`src/rtl/ioctl_upload_server.sv`:
```
// ioctl_upload_server
//   Serves HPS upload reads for one ioctl_index by halting the core CPU and
//   fetching each requested byte from core RAM with a fixed read latency.
//
// Ports
//   clk_sys       in   system clock (all flops on rising edge)
//   reset         in   synchronous active-high reset
//   ioctl_upload  in   HPS upload session active
//   ioctl_index   in   [7:0]  upload target index
//   ioctl_addr    in   [24:0] requested byte offset
//   ioctl_rd      in   one-cycle request strobe
//   ioctl_din     out  [7:0]  byte returned to the HPS
//   ioctl_wait    out  HPS stall
//   ram_addr      out  [15:0] core RAM read address
//   ram_rd        out  one-cycle core RAM read strobe
//   ram_dout      in   [7:0]  core RAM read data
//   pause_req     out  CPU halt request for the session
//   paused        in   CPU halt acknowledge
//   bytes_served  out  [15:0] in-range bytes delivered this session
module ioctl_upload_server #(
    parameter logic [7:0]  UPLOAD_INDEX = 8'd4,
    parameter logic [15:0] BASE_ADDR    = 16'h0000,
    parameter logic [15:0] LENGTH       = 16'd256,
    parameter int          RD_LATENCY   = 2
) (
    input  logic        clk_sys,
    input  logic        reset,
    input  logic        ioctl_upload,
    input  logic [7:0]  ioctl_index,
    input  logic [24:0] ioctl_addr,
    input  logic        ioctl_rd,
    output logic [7:0]  ioctl_din,
    output logic        ioctl_wait,
    output logic [15:0] ram_addr,
    output logic        ram_rd,
    input  logic [7:0]  ram_dout,
    output logic        pause_req,
    input  logic        paused,
    output logic [15:0] bytes_served
);

    typedef enum logic [1:0] {
        IDLE  = 2'd0,
        HALT  = 2'd1,
        ARMED = 2'd2,
        FETCH = 2'd3
    } state_t;

    // Capture happens on the edge that closes the RD_LATENCY-th cycle after ram_rd.
    localparam logic [2:0] LAT_LAST = 3'(RD_LATENCY - 1);

    state_t      state_r, state_s;
    logic        upload_prev_r;
    // Set once ioctl_upload has been seen low; an upload already high when
    // reset releases must not look like a fresh session start.
    logic        upload_low_seen_r;
    logic [2:0]  lat_cnt_r, lat_cnt_s;
    logic [7:0]  din_s;
    logic        wait_s;
    logic [15:0] addr_s;
    logic        rd_s;
    logic        pause_s;
    logic [15:0] bytes_s;

    logic        upload_rise_s;
    logic        upload_fall_s;
    logic        in_range_s;

    assign upload_rise_s = ioctl_upload & ~upload_prev_r & upload_low_seen_r;
    assign upload_fall_s = upload_prev_r & ~ioctl_upload;
    assign in_range_s    = (ioctl_addr[24:16] == 9'd0) && (ioctl_addr[15:0] < LENGTH);

    // Next-state and next-output decode.
    always_comb begin
        state_s   = state_r;
        lat_cnt_s = lat_cnt_r;
        din_s     = ioctl_din;
        wait_s    = ioctl_wait;
        addr_s    = ram_addr;
        rd_s      = 1'b0;
        pause_s   = pause_req;
        bytes_s   = bytes_served;

        case (state_r)
            IDLE: begin
                if (upload_rise_s && (ioctl_index == UPLOAD_INDEX)) begin
                    state_s = HALT;
                    pause_s = 1'b1;
                    wait_s  = 1'b1;
                    bytes_s = 16'd0;
                end else begin
                    state_s = IDLE;
                end
            end
            HALT: begin
                if (upload_fall_s) begin
                    state_s = IDLE;
                    pause_s = 1'b0;
                    wait_s  = 1'b0;
                end else if (paused) begin
                    state_s = ARMED;
                    wait_s  = 1'b0;
                end else begin
                    wait_s  = 1'b1;
                end
            end
            ARMED: begin
                if (upload_fall_s) begin
                    state_s = IDLE;
                    pause_s = 1'b0;
                    wait_s  = 1'b0;
                end else if (!paused) begin
                    state_s = HALT;
                    wait_s  = 1'b1;
                end else if (ioctl_rd) begin
                    if (in_range_s) begin
                        state_s   = FETCH;
                        addr_s    = BASE_ADDR + ioctl_addr[15:0];
                        rd_s      = 1'b1;
                        wait_s    = 1'b1;
                        lat_cnt_s = 3'd0;
                    end else begin
                        din_s     = 8'hFF;
                    end
                end else begin
                    state_s = ARMED;
                end
            end
            FETCH: begin
                if (upload_fall_s) begin
                    state_s = IDLE;
                    pause_s = 1'b0;
                    wait_s  = 1'b0;
                end else if (!paused) begin
                    // Fetch is dropped; the byte is re-requested after the halt returns.
                    state_s = HALT;
                    wait_s  = 1'b1;
                end else if (lat_cnt_r == LAT_LAST) begin
                    state_s = ARMED;
                    din_s   = ram_dout;
                    wait_s  = 1'b0;
                    bytes_s = (bytes_served != 16'hFFFF) ? (bytes_served + 16'd1) : bytes_served;
                end else begin
                    lat_cnt_s = lat_cnt_r + 3'd1;
                end
            end
            default: begin
                state_s = IDLE;
                pause_s = 1'b0;
                wait_s  = 1'b0;
            end
        endcase
    end

    // State, edge detector and registered outputs.
    always_ff @(posedge clk_sys) begin
        if (reset) begin
            state_r           <= IDLE;
            upload_prev_r     <= 1'b0;
            upload_low_seen_r <= ~ioctl_upload;
            lat_cnt_r         <= 3'd0;
            ioctl_din         <= 8'h00;
            ioctl_wait        <= 1'b0;
            ram_addr          <= 16'h0000;
            ram_rd            <= 1'b0;
            pause_req         <= 1'b0;
            bytes_served      <= 16'd0;
        end else begin
            state_r           <= state_s;
            upload_prev_r     <= ioctl_upload;
            upload_low_seen_r <= upload_low_seen_r | ~ioctl_upload;
            lat_cnt_r         <= lat_cnt_s;
            ioctl_din         <= din_s;
            ioctl_wait        <= wait_s;
            ram_addr          <= addr_s;
            ram_rd            <= rd_s;
            pause_req         <= pause_s;
            bytes_served      <= bytes_s;
        end
    end

endmodule

```
`config.mk`:
```
export PLATFORM = sky130hd
export DESIGN_NAME = ioctl_upload_server
export DESIGN_NICKNAME = d
export VERILOG_FILES = /design/src/rtl/ioctl_upload_server.sv
export SDC_FILE = /design/constraint.sdc
export NUM_CORES = 1
export LEC_CHECK = 0
export CAP_MARGIN = 20
export CORE_AREA = 4 4 80 82
export CTS_BUF_LIST = sky130_fd_sc_hd__clkbuf_8
export CTS_CLUSTER_DIAMETER = 40
export DETAILED_ROUTE_END_ITERATION = 10
export DIE_AREA = 0 0 84 86
export HOLD_SLACK_MARGIN = 0.08
export PLACE_DENSITY = 0.77
export SYNTH_ARGS = -nofsm -noshare
export SYNTH_HDL_FRONTEND = slang
export SYNTH_SLANG_ARGS = --single-unit
```
`constraint.sdc`:
```
create_clock -name clk_sys -period 1.7 [get_ports clk_sys]
set_input_delay 0.51 -clock clk_sys [delete_from_list [all_inputs] [get_ports clk_sys]]
set_output_delay 0.51 -clock clk_sys [all_outputs]
set_load 0.1 [all_outputs]
```
==> metrics.md, run 1 <==
| Metric | Value |
|---|---|
| Root Driver | `clkbuf_8` |
| Final Cell Area | `~4300 sq um` |
| WS Path Type | `in2reg` |
| DR DRC count | `0` |
| Final Power | `approximately 2.0 mW` |
| Vias in the first global route | `roughly 2,400` |
| Placed inst area | `about 3900 sq um` |
| Antenna-violating nets left | `0` |
| WHS | `0.471 ns` |
| Final min period | `roughly 1.7 ns` |
| Final Slew Violations | `0` |
| Die height | `~86 um` |
| Worst VDD drop | `0.420 mV` |
| Met2 GRT Util | `between 30 and 40%` |
| Skew-Pair Late Insertion Delay | `0.31 ns` |
| Clock share of power | `between 30% and 40%` |
| CTS Buf Count | `5` |
| Met1 track demand over resource | `19.0%` |
| Starting Density | `between 30% and 40%` |
| Worst Path Max Fanout | `8` |
| Switching pwr | `0.482 mW` |
| FP Rows | `28` |
| H-tree Lvls | `2` |
| Port buffer count | `88` |
| Finish-stage setup viols | `0` |
| Synth Register Bits | `50` |
| CP Cell Sequence | `clkdlybuf4s15_2, nor4_4, nand2_2, nor3_2, buf_4, buf_12, mux2i_1, nor2_1` |
| Power Dens Cells | `473 nW/um^2` |
| Placer Congestion | `0.833` |
| Outcome | `finished, final reports clean` |
| Worst Path Arrival | `1.91 ns` |
| Synth Flop Type | `dfxtp_1` |
| Setup WS pre-CTS | `-0.584 ns` |
| Final setup margin | `0.000922 ns` |
| Critical path depth in cells | `8` |
| Worst reg-to-reg path cell count | `7` |
| Reg2Reg Setup Slack | `around 0.02 ns` |
| Cell count after synthesis | `roughly 250` |
| Full die area | `about 7200 sq um` |
| Required time of the critical path | `between 1.5 and 2 ns` |
| Max clock buf depth | `2` |
| CTS sink count | `50` |
| Synthesis warning total | `0` |
| IO Pins | `89` |
| Final core utilization | `74.8%` |
| Area grow syn2layout | `91.6%` |
| Slew HR | `a little under 80%` |
| Most frequent cells in the layout | `buf_12 (44), nor2_1 (41), buf_4 (36)` |
| Syn_area_per_cell | `approximately 9 sq um` |
| Post-DP HPWL | `4.91 mm` |
| F_max | `589 MHz` |
| Total iterations of the first detailed-routing run | `4` |
| Setup crit start kind | `primary input` |
| Net Sw Frac | `a little under a quarter` |
| Initial antenna violation count | `0` |
| Register area share after synthesis | `about 45%` |
| Final Hold Fails | `0` |
| Final wirelength | `7.06 mm` |
| GRT busiest layer | `met2` |
| Worst Skew | `0.0144 ns` |
| Crit path from | `ioctl_addr[14]` |
| First-pass GRT wire length | `about 11 mm` |
| Leading cell type in the layout, fill and taps excluded | `buf_12` |
| Distinct cells, synth | `46` |
| Layout Nets | `roughly 420` |
| Max cap viols | `0` |
| Largest net degree at the start of global routing | `16` |
| LEAKAGE | `approximately 1.6 nW` |
| CP max stage cell | `nor4_4` |
| Reg clk slew, reported paths | `~0.09 ns` |
| CTS Hold Bufs | `0` |
| Synthesized Nets | `297` |
| WL per Instance | `roughly 16 um` |
| DIE WIDTH | `between 80 and 90 um` |
| Worst Path Buf+Inv | `3` |
| CTS tree | `yes` |
| Core box area | `roughly 5700 sq um` |
| Worst setup EP type | `register` |
| Via/cell ratio | `between 5 and 6` |
| Share of layout cells above drive strength 1 | `between 40% and 50%` |
| Hold crit path type | `reg2reg` |
| Worst stage delay on the critical path | `0.30 ns` |
| Crit path max-delay family | `simple AND/OR/NAND/NOR gates` |
| Worst R2R Start | `lat_cnt_r[1]` |
| Logic pwr share | `9.6%` |
| Post-synth EDFFs | `0` |
| DRT iter0 DRCs | `106` |
| Reg power frac | `between 50% and 60%` |
| Routed vias | `2,281` |
| Met3 usage | `under 10%` |
| Critical R2R Capture | `ioctl_din[2]` |
| Aggregate global-route resource usage | `between 10% and 20%` |
| Slew @ Worst Pin | `between 0.3 and 0.4 ns` |
| Worst setup path end | `ram_addr[4]` |
| Syn Std Cell Area | `2240 sq um` |
| Grt ovf | `0` |
| Async SR Flop Fraction | `0%` |
| Antenna Cells | `0` |
| Int Pwr | `~1.6 mW` |
| Final Cycle Share | `approximately 100%` |
-- power by group through the flow --
stage / Sequential [mW] / Combinational (mW) / Clock, mW
after detailed placement: 1.18 / 0.176 / 0
after floorplan: 1.18 / 0.0361 / 0
final: 1.15 / 0.196 / 0.687
after CTS: 1.15 / 0.183 / 0.694
after global placement: 1.18 / 0.171 / 0
after global routing: 1.15 / 0.206 / 0.734
-- repair_timing --
action | CTS | global route
resized for setup | 47 | 37
setup buffers | 7 | 7
setup endpoints to repair | 46 | 37
endpoints found under the hold margin | 0 | 0
pin swaps | 13 | 16
-- worst register-to-register path, stage by stage, from the launching register on --
cell	delay [ns]
dfxtp_2	0.35
inv_2	0.05
ha_4	0.15
and3b_2	0.26
buf_4	0.16
o311a_4	0.42
nor2_1	0.12
nor3_1	0.06
-- per-layer routing --
layer	vias up	share of wire, %
li1	1118	-
met1	1076	38
met2	70	53
met3	17	5.5
met4	0	2.6
met5	-	0
-- cell families after synthesis --
family / Yosys count / share of synthesized area, %
AOI/OAI and AO/OA: 21 / 6.14
xor gates and xnor gates: 14 / 5.47
adders and majority gates: 3 / 1.67
buffers and inverters: 17 / 3.68
DFF: 50 / 44.6
muxes: 11 / 5.02
and+or+nand+nor: 132 / 33.4
-- registers in the layout, summed over array words and instances, names as in the netlist, 2 cells and up --
| name | cells |
|---|---|
| ram_addr | 16 |
| state_r | 2 |
| bytes_served | 16 |
| ioctl_din | 8 |
| lat_cnt_r | 3 |
-- final cells by class --
class,count,area [sq um]
clock buffer,5,68.8
clock inverter,3,16.3
fill,376,1450
inverter,7,26.3
multi-input combinational,181,1400
sequential,50,1060
tap,75,93.8
timing repair buffer,130,1630
-- worst min-delay path by stage --
| stage | from | endpoint | slack (ns) | cells past startpoint |
|---|---|---|---|---|
| global route | upload_low_seen_r | upload_low_seen_r | 0.49 | 2 |
| CTS | upload_low_seen_r | upload_low_seen_r | 0.47 | 2 |
| floorplan | upload_low_seen_r | upload_low_seen_r | 0.44 | 2 |
| detailed placement | upload_low_seen_r | upload_low_seen_r | 0.45 | 2 |
| global placement | upload_low_seen_r | upload_low_seen_r | 0.45 | 2 |
| finish | upload_low_seen_r | upload_low_seen_r | 0.47 | 2 |
-- synthesized netlist by cell type (all sizes together) (2+ instances only) --
| cell | number | area (sq um) |
|---|---|---|
| buf | 8 | 48.8 |
| o21ai | 6 | 30.0 |
| and2 | 10 | 62.6 |
| nand2 | 9 | 33.8 |
| nor3 | 19 | 100 |
| mux2 | 2 | 22.5 |
| mux2i | 9 | 90.1 |
| dfxtp | 50 | 1000 |
| clkbuf | 2 | 7.51 |
| nand2b | 5 | 31.3 |
| nor2b | 4 | 25.0 |
| nand4 | 8 | 77.6 |
| o211ai | 3 | 22.5 |
| nor3b | 3 | 22.5 |
| a21oi | 5 | 25.0 |
| nor4 | 10 | 90.1 |
| ha | 3 | 37.5 |
| nand3 | 8 | 45.0 |
| nor2 | 46 | 173 |
| xnor2 | 14 | 123 |
| inv | 7 | 26.3 |
| or3 | 3 | 23.8 |
-- metrics by stage --
stage,setup TNS (ns),instances
6_report,0,451
5_1_grt,-0.507,451
4_1_cts,0,444
3_5_place_dp,-23.08,429
3_3_place_gp,-20.96,429
2_1_floorplan,-0.671,248
Note: power is estimated with default switching activity, not from simulation.
==> run 2: changes to the inputs <==
Settings changed: ABC_AREA from default to 0, RECOVER_POWER from default to 25.
==> metrics.md, run 2 (synthesis gave the netlist of run 1 again) <==
| Metric | Value |
|---|---|
| Logic pwr share | `9.6%` |
| Final Slew Violations | `0` |
| Max cap viols | `0` |
| Worst reg-to-reg path cell count | `7` |
| Final Cycle Share | `roughly 100%` |
| Reg clk slew, reported paths | `0.09 ns` |
| Reg power frac | `between 50% and 60%` |
| Initial antenna violation count | `0` |
| Slew @ Worst Pin | `0.497 ns` |
| Placer Congestion | `~0.83` |
| Antenna Cells | `0` |
| Placed inst area | `3910 sq um` |
| WS Path Type | `in2reg` |
| Final core utilization | `around 70%` |
| Finish-stage setup viols | `0` |
| Net Sw Frac | `a little under a quarter` |
| First-pass GRT wire length | `~11 mm` |
| Clock share of power | `33.7%` |
| Final min period | `1.70 ns` |
| Power Dens Cells | `roughly 500 nW/um^2` |
| FP Rows | `28` |
| CTS tree | `yes` |
| Post-DP HPWL | `4.91 mm` |
| Final setup margin | `between 0.0008 and 0.0009 ns` |
| Worst Path Max Fanout | `8` |
| Final wirelength | `just over 7 mm` |
| Die height | `approximately 86 um` |
| Crit path from | `ioctl_addr[14]` |
| Via/cell ratio | `between 5 and 6` |
| Area grow syn2layout | `80.0%` |
| Skew-Pair Late Insertion Delay | `0.31 ns` |
| DIE WIDTH | `84 um` |
| Hold crit path type | `reg2reg` |
| IO Pins | `89` |
| Most frequent cells in the layout | `nor2_1 (41), buf_4 (36), dfxtp_1 (32)` |
| Setup crit start kind | `primary input` |
| Outcome | `finished, final reports clean` |
| Final Cell Area | `a little over 4000 sq um` |
| Full die area | `around 7200 sq um` |
| Slew HR | `67.1%` |
| Worst VDD drop | `0.417 mV` |
| Final Power | `just over 2 mW` |
| Int Pwr | `1.55 mW` |
| Total iterations of the first detailed-routing run | `4` |
| Root Driver | `clkbuf_8` |
| Switching pwr | `around 0.48 mW` |
| Share of layout cells above drive strength 1 | `between 40% and 50%` |
| DR DRC count | `0` |
| Setup WS pre-CTS | `-0.584 ns` |
| Core box area | `approximately 5700 sq um` |
| DRT iter0 DRCs | `roughly 100` |
| Worst setup EP type | `register` |
| Final Hold Fails | `0` |
| Antenna-violating nets left | `0` |
| Vias in the first global route | `~2,400` |
| WHS | `~0.46 ns` |
| Worst Path Arrival | `between 1.5 and 2 ns` |
| Aggregate global-route resource usage | `17.9%` |
| Worst setup path end | `ram_addr[4]` |
| F_max | `slightly below 600 MHz` |
| LEAKAGE | `~1.6 nW` |
| Largest net degree at the start of global routing | `16` |
| Grt ovf | `0` |
| WL per Instance | `between 15 and 20 um` |
| Biggest regs | `bytes_served (16), ram_addr (16), ioctl_din (8)` |
| Layout Nets | `424` |
| Required time of the critical path | `between 1.5 and 2 ns` |
| Worst R2R Start | `lat_cnt_r[1]` |
| Worst Skew | `between 0.01 and 0.015 ns` |
| Port buffer count | `approximately 90` |
| Critical R2R Capture | `ioctl_din[2]` |
| Reg2Reg Setup Slack | `0.02 ns` |
| H-tree Lvls | `2` |
| Leading cell type in the layout, fill and taps excluded | `nor2_1` |
| Starting Density | `between 30% and 40%` |
| CTS Buf Count | `5` |
| Routed vias | `~2,300` |
| CTS sink count | `50` |
| Max clock buf depth | `2` |
| CTS Hold Bufs | `0` |
| Hold Startpoint | `ram_addr[8]` |
==> run 2: final cells by class <==
| type | count | area, sq um |
|---|---|---|
| Inverter | 7 | 26.3 |
| Sequential cell | 50 | 1060 |
| Multi-Input combinational cell | 181 | 1400 |
| Clock buffer | 5 | 68.8 |
| Clock inverter | 3 | 16.3 |
| Fill cell | 411 | 1710 |
| Timing Repair Buffer | 130 | 1370 |
| Tap cell | 75 | 93.8 |
==> run 2: per-layer routing <==
metal	up-vias	global-route usage, %	part of all wire (%)
met2	70	33.3	53
met4	0	6.43	2.6
li1	1119	-	-
met1	1075	19.0	39
met5	-	0	0
met3	17	5.86	4.8
==> run 2: worst max-delay path: stages <==
cell and delay, ns:
clkdlybuf4s15_2 0.19, nor4_4 0.30, nand2_2 0.13, nor3_2 0.21, buf_4 0.17, buf_12 0.13
mux2i_1 0.20, nor2_1 0.06
==> run 2: per-stage QoR <==
step / TNS [ns] / instances
after floorplan: -0.671 / 248
after detailed placement: -23.08 / 429
final: 0 / 451
after CTS: 0 / 444
after global placement: -20.96 / 429
after global routing: -0.508 / 451
==> run 2: power by group through the flow <==
stage / Clock [mW] / Sequential, mW / Combinational [mW]
2_1_floorplan: 0 / 1.18 / 0.0361
3_3_place_gp: 0 / 1.18 / 0.171
3_5_place_dp: 0 / 1.18 / 0.176
4_1_cts: 0.694 / 1.15 / 0.183
5_1_grt: 0.734 / 1.15 / 0.206
6_report: 0.683 / 1.15 / 0.195
==> run 2: repair_timing <==
action,in CTS,in global routing
endpoints found under the setup margin,46,37
pin swaps,13,16
gates resized for setup,47,37
setup buffers,7,7
==> run 2: worst min-delay path by stage <==
stage,endpoint,slack [ns],depth (start not counted)
3_5_place_dp,upload_low_seen_r,0.45,2
4_1_cts,upload_low_seen_r,0.47,2
6_report,ram_addr[8],0.46,1
3_3_place_gp,upload_low_seen_r,0.45,2
5_1_grt,ram_addr[8],0.49,1
2_1_floorplan,upload_low_seen_r,0.44,2
